### src/rtl/keypad_scan_controller.sv
// keypad_scan_controller: 4x4 matrix keypad column scanner.
// Strobes one column at a time and locks onto the first pressed key.
// Hands the locked key to the external debouncer.
// Turns each debounced key into a hex code and keeps a two-digit history.
module keypad_scan_controller #(
    parameter int unsigned SCAN_DIV = 3000
) (
    input  logic       clk,
    input  logic       rst,
    input  logic [3:0] rows,
    output logic [3:0] cols,
    output logic       key_pressed,
    output logic [3:0] row_idx,
    output logic [3:0] col_idx,
    input  logic       key_valid,
    input  logic [3:0] key_row,
    input  logic [3:0] key_col,
    output logic       new_key,
    output logic [3:0] key_code,
    output logic [3:0] digit_cur,
    output logic [3:0] digit_prev
);

    localparam int unsigned DIV_W = (SCAN_DIV > 2) ? $clog2(SCAN_DIV) : 1;
    localparam logic [DIV_W-1:0] DIV_LAST = DIV_W'(SCAN_DIV - 1);

    typedef enum logic [1:0] {
        ST_SCAN,
        ST_HOLD,
        ST_REGISTER,
        ST_RELEASE
    } state_t;

    state_t           state_q;
    logic [3:0]       rows_s1_q;
    logic [3:0]       rows_s2_q;
    logic [DIV_W-1:0] div_q;
    logic [3:0]       col_sel_q;
    logic             kv_q;
    logic             key_pressed_q;
    logic [3:0]       row_idx_q;
    logic [3:0]       col_idx_q;
    logic             new_key_q;
    logic [3:0]       key_code_q;
    logic [3:0]       digit_cur_q;
    logic [3:0]       digit_prev_q;

    logic [3:0] prs;
    logic       tick;
    logic       hit;
    logic       kv_rise;
    logic [3:0] row_pick;
    logic [1:0] r_enc;
    logic [1:0] c_enc;
    logic       key_ok;
    logic [3:0] key_code_d;

    // Scan decode: active-high rows, dwell tick, priority row pick and key-to-hex mapping
    always_comb begin
        prs     = ~rows_s2_q;
        tick    = (div_q == DIV_LAST);
        hit     = |(prs & row_idx_q);
        kv_rise = key_valid & ~kv_q;

        row_pick = 4'b0000;
        if (prs[0])      row_pick = 4'b0001;
        else if (prs[1]) row_pick = 4'b0010;
        else if (prs[2]) row_pick = 4'b0100;
        else if (prs[3]) row_pick = 4'b1000;

        r_enc = 2'd0;
        case (key_row)
            4'b0010: r_enc = 2'd1;
            4'b0100: r_enc = 2'd2;
            4'b1000: r_enc = 2'd3;
            default: r_enc = 2'd0;
        endcase
        c_enc = 2'd0;
        case (key_col)
            4'b0010: c_enc = 2'd1;
            4'b0100: c_enc = 2'd2;
            4'b1000: c_enc = 2'd3;
            default: c_enc = 2'd0;
        endcase
        key_ok = $onehot(key_row) && $onehot(key_col);

        case ({r_enc, c_enc})
            4'b00_00: key_code_d = 4'h1;
            4'b00_01: key_code_d = 4'h2;
            4'b00_10: key_code_d = 4'h3;
            4'b00_11: key_code_d = 4'hA;
            4'b01_00: key_code_d = 4'h4;
            4'b01_01: key_code_d = 4'h5;
            4'b01_10: key_code_d = 4'h6;
            4'b01_11: key_code_d = 4'hB;
            4'b10_00: key_code_d = 4'h7;
            4'b10_01: key_code_d = 4'h8;
            4'b10_10: key_code_d = 4'h9;
            4'b10_11: key_code_d = 4'hC;
            4'b11_00: key_code_d = 4'hE;
            4'b11_01: key_code_d = 4'h0;
            4'b11_10: key_code_d = 4'hF;
            default:  key_code_d = 4'hD;
        endcase
    end

    // Synchronizer, edge detector and scan/lock/register FSM with registered outputs
    always_ff @(posedge clk or posedge rst) begin
        if (rst) begin
            state_q       <= ST_SCAN;
            rows_s1_q     <= '1;
            rows_s2_q     <= '1;
            div_q         <= '0;
            col_sel_q     <= 4'b0001;
            kv_q          <= 1'b0;
            key_pressed_q <= 1'b0;
            row_idx_q     <= '0;
            col_idx_q     <= '0;
            new_key_q     <= 1'b0;
            key_code_q    <= '0;
            digit_cur_q   <= '0;
            digit_prev_q  <= '0;
        end else begin
            rows_s1_q <= rows;
            rows_s2_q <= rows_s1_q;
            kv_q      <= key_valid;
            new_key_q <= 1'b0;

            case (state_q)
                ST_SCAN: begin
                    key_pressed_q <= 1'b0;
                    if (tick) begin
                        div_q <= '0;
                        if (prs != 4'b0000) begin
                            row_idx_q     <= row_pick;
                            col_idx_q     <= col_sel_q;
                            key_pressed_q <= 1'b1;
                            state_q       <= ST_HOLD;
                        end else begin
                            col_sel_q <= {col_sel_q[2:0], col_sel_q[3]};
                        end
                    end else begin
                        div_q <= div_q + DIV_W'(1);
                    end
                end
                ST_HOLD: begin
                    div_q <= '0;
                    // a release on the same edge as the key_valid rise takes priority
                    if (!hit) begin
                        key_pressed_q <= 1'b0;
                        state_q       <= ST_SCAN;
                    end else if (kv_rise) begin
                        state_q <= ST_REGISTER;
                    end
                end
                ST_REGISTER: begin
                    div_q <= '0;
                    if (key_ok) begin
                        new_key_q    <= 1'b1;
                        key_code_q   <= key_code_d;
                        digit_prev_q <= digit_cur_q;
                        digit_cur_q  <= key_code_d;
                    end
                    state_q <= ST_RELEASE;
                end
                ST_RELEASE: begin
                    div_q         <= '0;
                    key_pressed_q <= hit;
                    if (!hit && !key_valid) begin
                        state_q <= ST_SCAN;
                    end
                end
                default: begin
                    state_q <= ST_SCAN;
                    div_q   <= '0;
                end
            endcase
        end
    end

    assign cols        = ~col_sel_q;
    assign key_pressed = key_pressed_q;
    assign row_idx     = row_idx_q;
    assign col_idx     = col_idx_q;
    assign new_key     = new_key_q;
    assign key_code    = key_code_q;
    assign digit_cur   = digit_cur_q;
    assign digit_prev  = digit_prev_q;

endmodule

### config.mk
export PLATFORM = sky130hd
export DESIGN_NAME = keypad_scan_controller
export DESIGN_NICKNAME = d
export VERILOG_FILES = /design/src/rtl/keypad_scan_controller.sv
export SDC_FILE = /design/constraint.sdc
export NUM_CORES = 1
export LEC_CHECK = 0
export ABC_AREA = 0
export CORE_MARGIN = 10
export CORE_UTILIZATION = 35
export DETAILED_ROUTE_END_ITERATION = 8
export DONT_BUFFER_PORTS = 1
export PLACE_DENSITY = 0.55
export SLEW_MARGIN = 20
export SYNTH_ARGS = -nofsm -noshare
export SYNTH_HDL_FRONTEND = slang
export SYNTH_SLANG_ARGS = --single-unit
### constraint.sdc
create_clock -name clk -period 3.35 [get_ports clk]
set_clock_uncertainty 0.15 [all_clocks]
set_input_delay 0.67 -clock clk [delete_from_list [all_inputs] [get_ports clk]]
set_output_delay 0.67 -clock clk [all_outputs]
set_load 0.005 [all_outputs]
# == Word-level counts from Yosys, hierarchy flattened ==
# Memories as Yosys holds them, arrays and structs flattened. A register that Yosys moved wholly into a read port is not among the register bits.
# Index checks and enable logic that the tools add are counted.
# W data, S select, Z words.
# op_classes
addsub,7
eq_ne,17
n_mux,20
n_bitwise,6
n_reduce_logical,14
# op_table
operator,count
$pmux W12 S2,1
$mux W4,4
$add A12 B1 Y12 const B,1
$eq A12 B12 Y1 const B,1
$mux W12,1
$pmux W2 S3,2
$mux W2,5
$add A1 B1 Y2,4
$eq A4 B2 Y1 const B,2
$eq A4 B3 Y1 const B,2
$eq A4 B4 Y1 const B,2
$ne A2 B2 Y1 const B,4
$not A4 Y4,2
$pmux W2 S4,1
$add A2 B2 Y3,2
$eq A3 B1 Y1 const B,2
$reduce_and A3 Y1,2
$mux W1,5
$and A4 B4 Y4,1
$eq A2 B2 Y1 const B,2
$reduce_and A2 Y1,2
$reduce_and A4 Y1,1
$reduce_bool A4 Y1,1
$reduce_or A4 Y1,1
10 further kinds,13
# totals
ff_bits,41
romBits,64
in_bits,15
output_inout_bits,26
word_cells,76
mem_count,1
# memory_table
name,words,width,rd,rd_ports_with_merged_regs,wr,line_no,text
(name not given),16,4,1,1,0,87,"case ({r_enc, c_enc})"

# == Depth between registers and ports, before layout ==
# depth
ltp_word,7
ltp_mapped,10

# == Least setup slack after synthesis ==
# No wires, ideal clock.
# synth_path
path_type,input-to-reg
startpoint,input key_row[0]
endpoint,"register digit_prev_q[0], in the netlist digit_prev[0]"
setup_ns,0.125
t_arrival_ns,2.851
setup_slack_ns,0.224
path_stages,9
n_path_buf,1
cell_sequence,inv_1 -> fa_1 -> inv_1 -> ha_1 -> ha_1 -> or4_4 -> nor2_8 -> buf_12 -> mux2_4
# synth_via
elab_chain_cells,5
# synth_rtl
item,line_no,text
"start, declared",16,"input logic [3:0] key_row,"
$add A1 B1 Y2 (implied by the code),85,key_ok = $onehot(key_row) && $onehot(key_col);
$add A2 B2 Y3 (implied by the code),85,
$eq A3 B1 Y1,85,
$logic_and A1 B1 Y1,85,
$reduce_and A2 Y1 (no line),-,
"end signal, assigned",161,digit_prev_q <= digit_cur_q;
"end, declared",46,logic [3:0] digit_prev_q;
# No other way between the ends.
# A chain may end at the register's enable or synchronous reset.

# == Worst setup path after layout ==
# layout_path
startpoint,input key_row[0]
endpoint,"register digit_prev_q[2], in the netlist digit_prev[2]"
# The elaborated chain is that of the path after synthesis.

==> qor.txt <==
DP HPWL - 3.14 mm
# DRC - 0
Placed cell area - 0.00242 mm²
Yosys warning count - 0
Post-synth EDFFs - 0
Max incr delay on CP - 0.58 ns
Vias - 1,429
Placer Congestion - 0.746
Hold Buf Count CTS - 0
Worst-Margin Slew - 0.627 ns
Die width - 103 µm
Type of origin of the critical path - primary input
CP cell instances - inv_1 > fa_1 > inv_1 > ha_1 > ha_1 > or4_4 > nor2_8 > mux2_2
Maximum vdd drop - 0.170 mV
Gate Count Post-Synth - 207
CTS tree - built
Largest net degree at the start of global routing - 31
Worst hold path class - in2async
Clk pin slew, worst setup/hold paths - 0.08 ns
Crit-path max FO - 13
Yosys reg bits - 45
DRT antenna net count - 0
Crit path kind - in2reg
GRT overflow - 0
Yosys cell types - 49
Setup_tns - 0 ns
Status - finished, final reports clean
Yosys top cell area share - 0.376
Slowest stage cell, crit path - or4_4
Post-CTS setup buffer count - 0
Max_slew headroom - 0.581
Row Count - 30
Ys async rst share - 1.00
CTS Buf Count - 5
Gr usage total - 0.0848
Top cells by area, synth - dfrtp_1 (38%), dfstp_2 (9.9%), ha_1 (7.3%)
Worst Path Required - 3.39 ns
R2r setup slk - 1.44 ns
Pwr/cell area - 487 mW/mm²
Met2 GRT Util - 0.141
Synth Flop Type - dfrtp_1
Die height - 103 µm
Max cap viols - 0
Initial Util - 0.356
Post-Syn Area per Cell - 11.6 µm²
# nets final - 237
Vias in the first global route - 1,535
Final WL - 4.19 mm
Fin crit period - 2.88 ns
Slew Limit Fails - 0
Share of cells above drive strength 1 - 0.174
Worst-Skew Late Latency - 0.30 ns
Critical path data arrival time - 2.92 ns
Fmax - 347 MHz
Area Growth Syn to Fin - 4.28%
Drt wl/cell - 14.6 µm
Commonest non-fill, non-tap cell in the layout - dfrtp_1
Met1 GRT Util - 0.0949
Met3 global-route usage - 0.0342
Vias/cell - 4.98
Setup violators final - 0
Leading area contributor after synthesis - dfrtp_1
Num ports - 41
Leak Pwr - 1.20 nW
Commonest non-fill, non-tap cells in the layout - dfrtp_1 (36), inv_1 (23), nor2_1 (14), ha_1 (14), xor2_1 (10)
H-Tree Depth - 2
Initial antenna violation count - 0
Hold Vio Cnt, Final - 0
Clk buf depth - 2
Register-to-Register Path Depth - 5
RSZ-0062 raised after global routing - false
Worst flop-to-flop path startpoint - div_q[0]
Tcrit/Tclk final - 0.861
CP endpoint kind - flip-flop
Syn Std Cell Area - 0.00239 mm²
Core ar. - 0.00672 mm²
CTS resizes - 0
FF-to-FF End - div_q[9]
FILL cells - 662
Sequential area share after synthesis - 0.475
Post-layout util - 0.372
Global-route wire length before repair - 7.17 mm
IO buf count - 0
Number of diodes - 0
Post-Synthesis Net Count - 238
Initial DRT Pass Iterations - 4
Clock sinks - 45
Root Buffer - clkbuf_8
Die area - 0.0106 mm²
Top Usage Layer GRT - met2
Fin area - 0.00250 mm²
Initial drt markers - 41
cells by family (layout without fill, tap and decap cells):
family	after synthesis	in the layout	synth area share
and+or+nand+nor	62	62	0.168
DFF	45	45	0.475
buffers and inverters	33	33	0.0737
AOI/OAI and AO/OA	25	25	0.0778
adders and majority gates	16	16	0.0899
muxes	14	14	0.0721
xor gates and xnor gates	12	12	0.0439
flip-flops by register name (all words and copies together) (netlist names), named ones only:
register     count
digit_prev       4
rows_s1_q        4
digit_cur        4
rows_s2_q        4
div_q           12
row_idx          4
new_key          1
col_idx          4
state_q          1
key_pressed      1
col_sel_q        4
kv_q             1
critical path: cells and delay by family:
| kind | cells | cell delay, ns |
|---|---|---|
| simple gates | 2 | 0.82 |
| fa+ha+maj | 3 | 0.97 |
| mux | 1 | 0.36 |
| buf+inv | 2 | 0.10 |
layer usage:
| layer | vias to the layer above | routed length, µm |
|---|---|---|
| met2 | 29 | 2040 |
| met4 | 0 | 56 |
| li1 | 700 | - |
| met5 | - | 0 |
| met3 | 4 | 263 |
| met1 | 696 | 1840 |
power by group:
group          switching, mW  internal (mW)  total, mW
combinational          0.108         0.0889      0.197
clock                  0.171          0.146      0.317
sequential            0.0917          0.611      0.703
total                  0.371          0.847       1.22
cells in the mapped netlist, types with 2 or more instances:
| master | number |
|---|---|
| mux2i_1 | 6 |
| dfrtp_1 | 36 |
| and3_2 | 2 |
| nand4_1 | 4 |
| inv_1 | 24 |
| nand2b_1 | 4 |
| and4_1 | 2 |
| a211oi_1 | 3 |
| fa_1 | 2 |
| buf_4 | 4 |
| o21ai_0 | 4 |
| clkbuf_8 | 2 |
| nor3b_1 | 2 |
| ha_1 | 14 |
| o22a_1 | 3 |
| o211ai_1 | 3 |
| nand2_1 | 8 |
| o2111ai_1 | 3 |
| mux2_2 | 2 |
| a21o_1 | 2 |
| nand3_1 | 6 |
| xor2_1 | 10 |
| nor2_2 | 2 |
| a31oi_1 | 2 |
| xnor2_1 | 2 |
| o21ai_2 | 2 |
| dfstp_2 | 9 |
| mux2_4 | 6 |
| nor3_1 | 2 |
| and3_1 | 4 |
| nor2_1 | 14 |
worst max-delay path by stage:
stage / slack, ns / cells past startpoint / start / endpoint
after floorplan: 0.22 / 9 / key_row[0] / digit_prev[0]
after global placement: 0.16 / 8 / key_row[0] / digit_prev[2]
after detailed placement: 0.15 / 8 / key_row[0] / digit_prev[2]
after CTS: 0.46 / 8 / key_row[0] / digit_prev[2]
after global routing: 0.38 / 8 / key_row[0] / digit_prev[2]
final: 0.47 / 8 / key_row[0] / digit_prev[2]
stage by stage:
stage | setup slack, ns | hold slack, ns | instances | power (mW)
after global placement | 0.158 | 0.196 | 279 | 0.911
final | 0.465 | 0.178 | 287 | 1.22
after global routing | 0.384 | 0.194 | 287 | 1.31
after CTS | 0.464 | 0.206 | 287 | 1.24
after detailed placement | 0.147 | 0.197 | 279 | 0.916
after floorplan | 0.224 | 0.195 | 207 | 0.917
final cells by class:
cell class              count  area (µm²)  share of cell area
inverters                  24        90.1              0.0361
clock inverters             1        5.00             0.00200
multi-input cells         129        1080               0.433
flip-flops and latches     45        1140               0.455
repair buffers              1        7.51             0.00301
well taps                  80         100              0.0401
clock buffers               7        76.3              0.0306
Power figures use the tool's default switching activity.
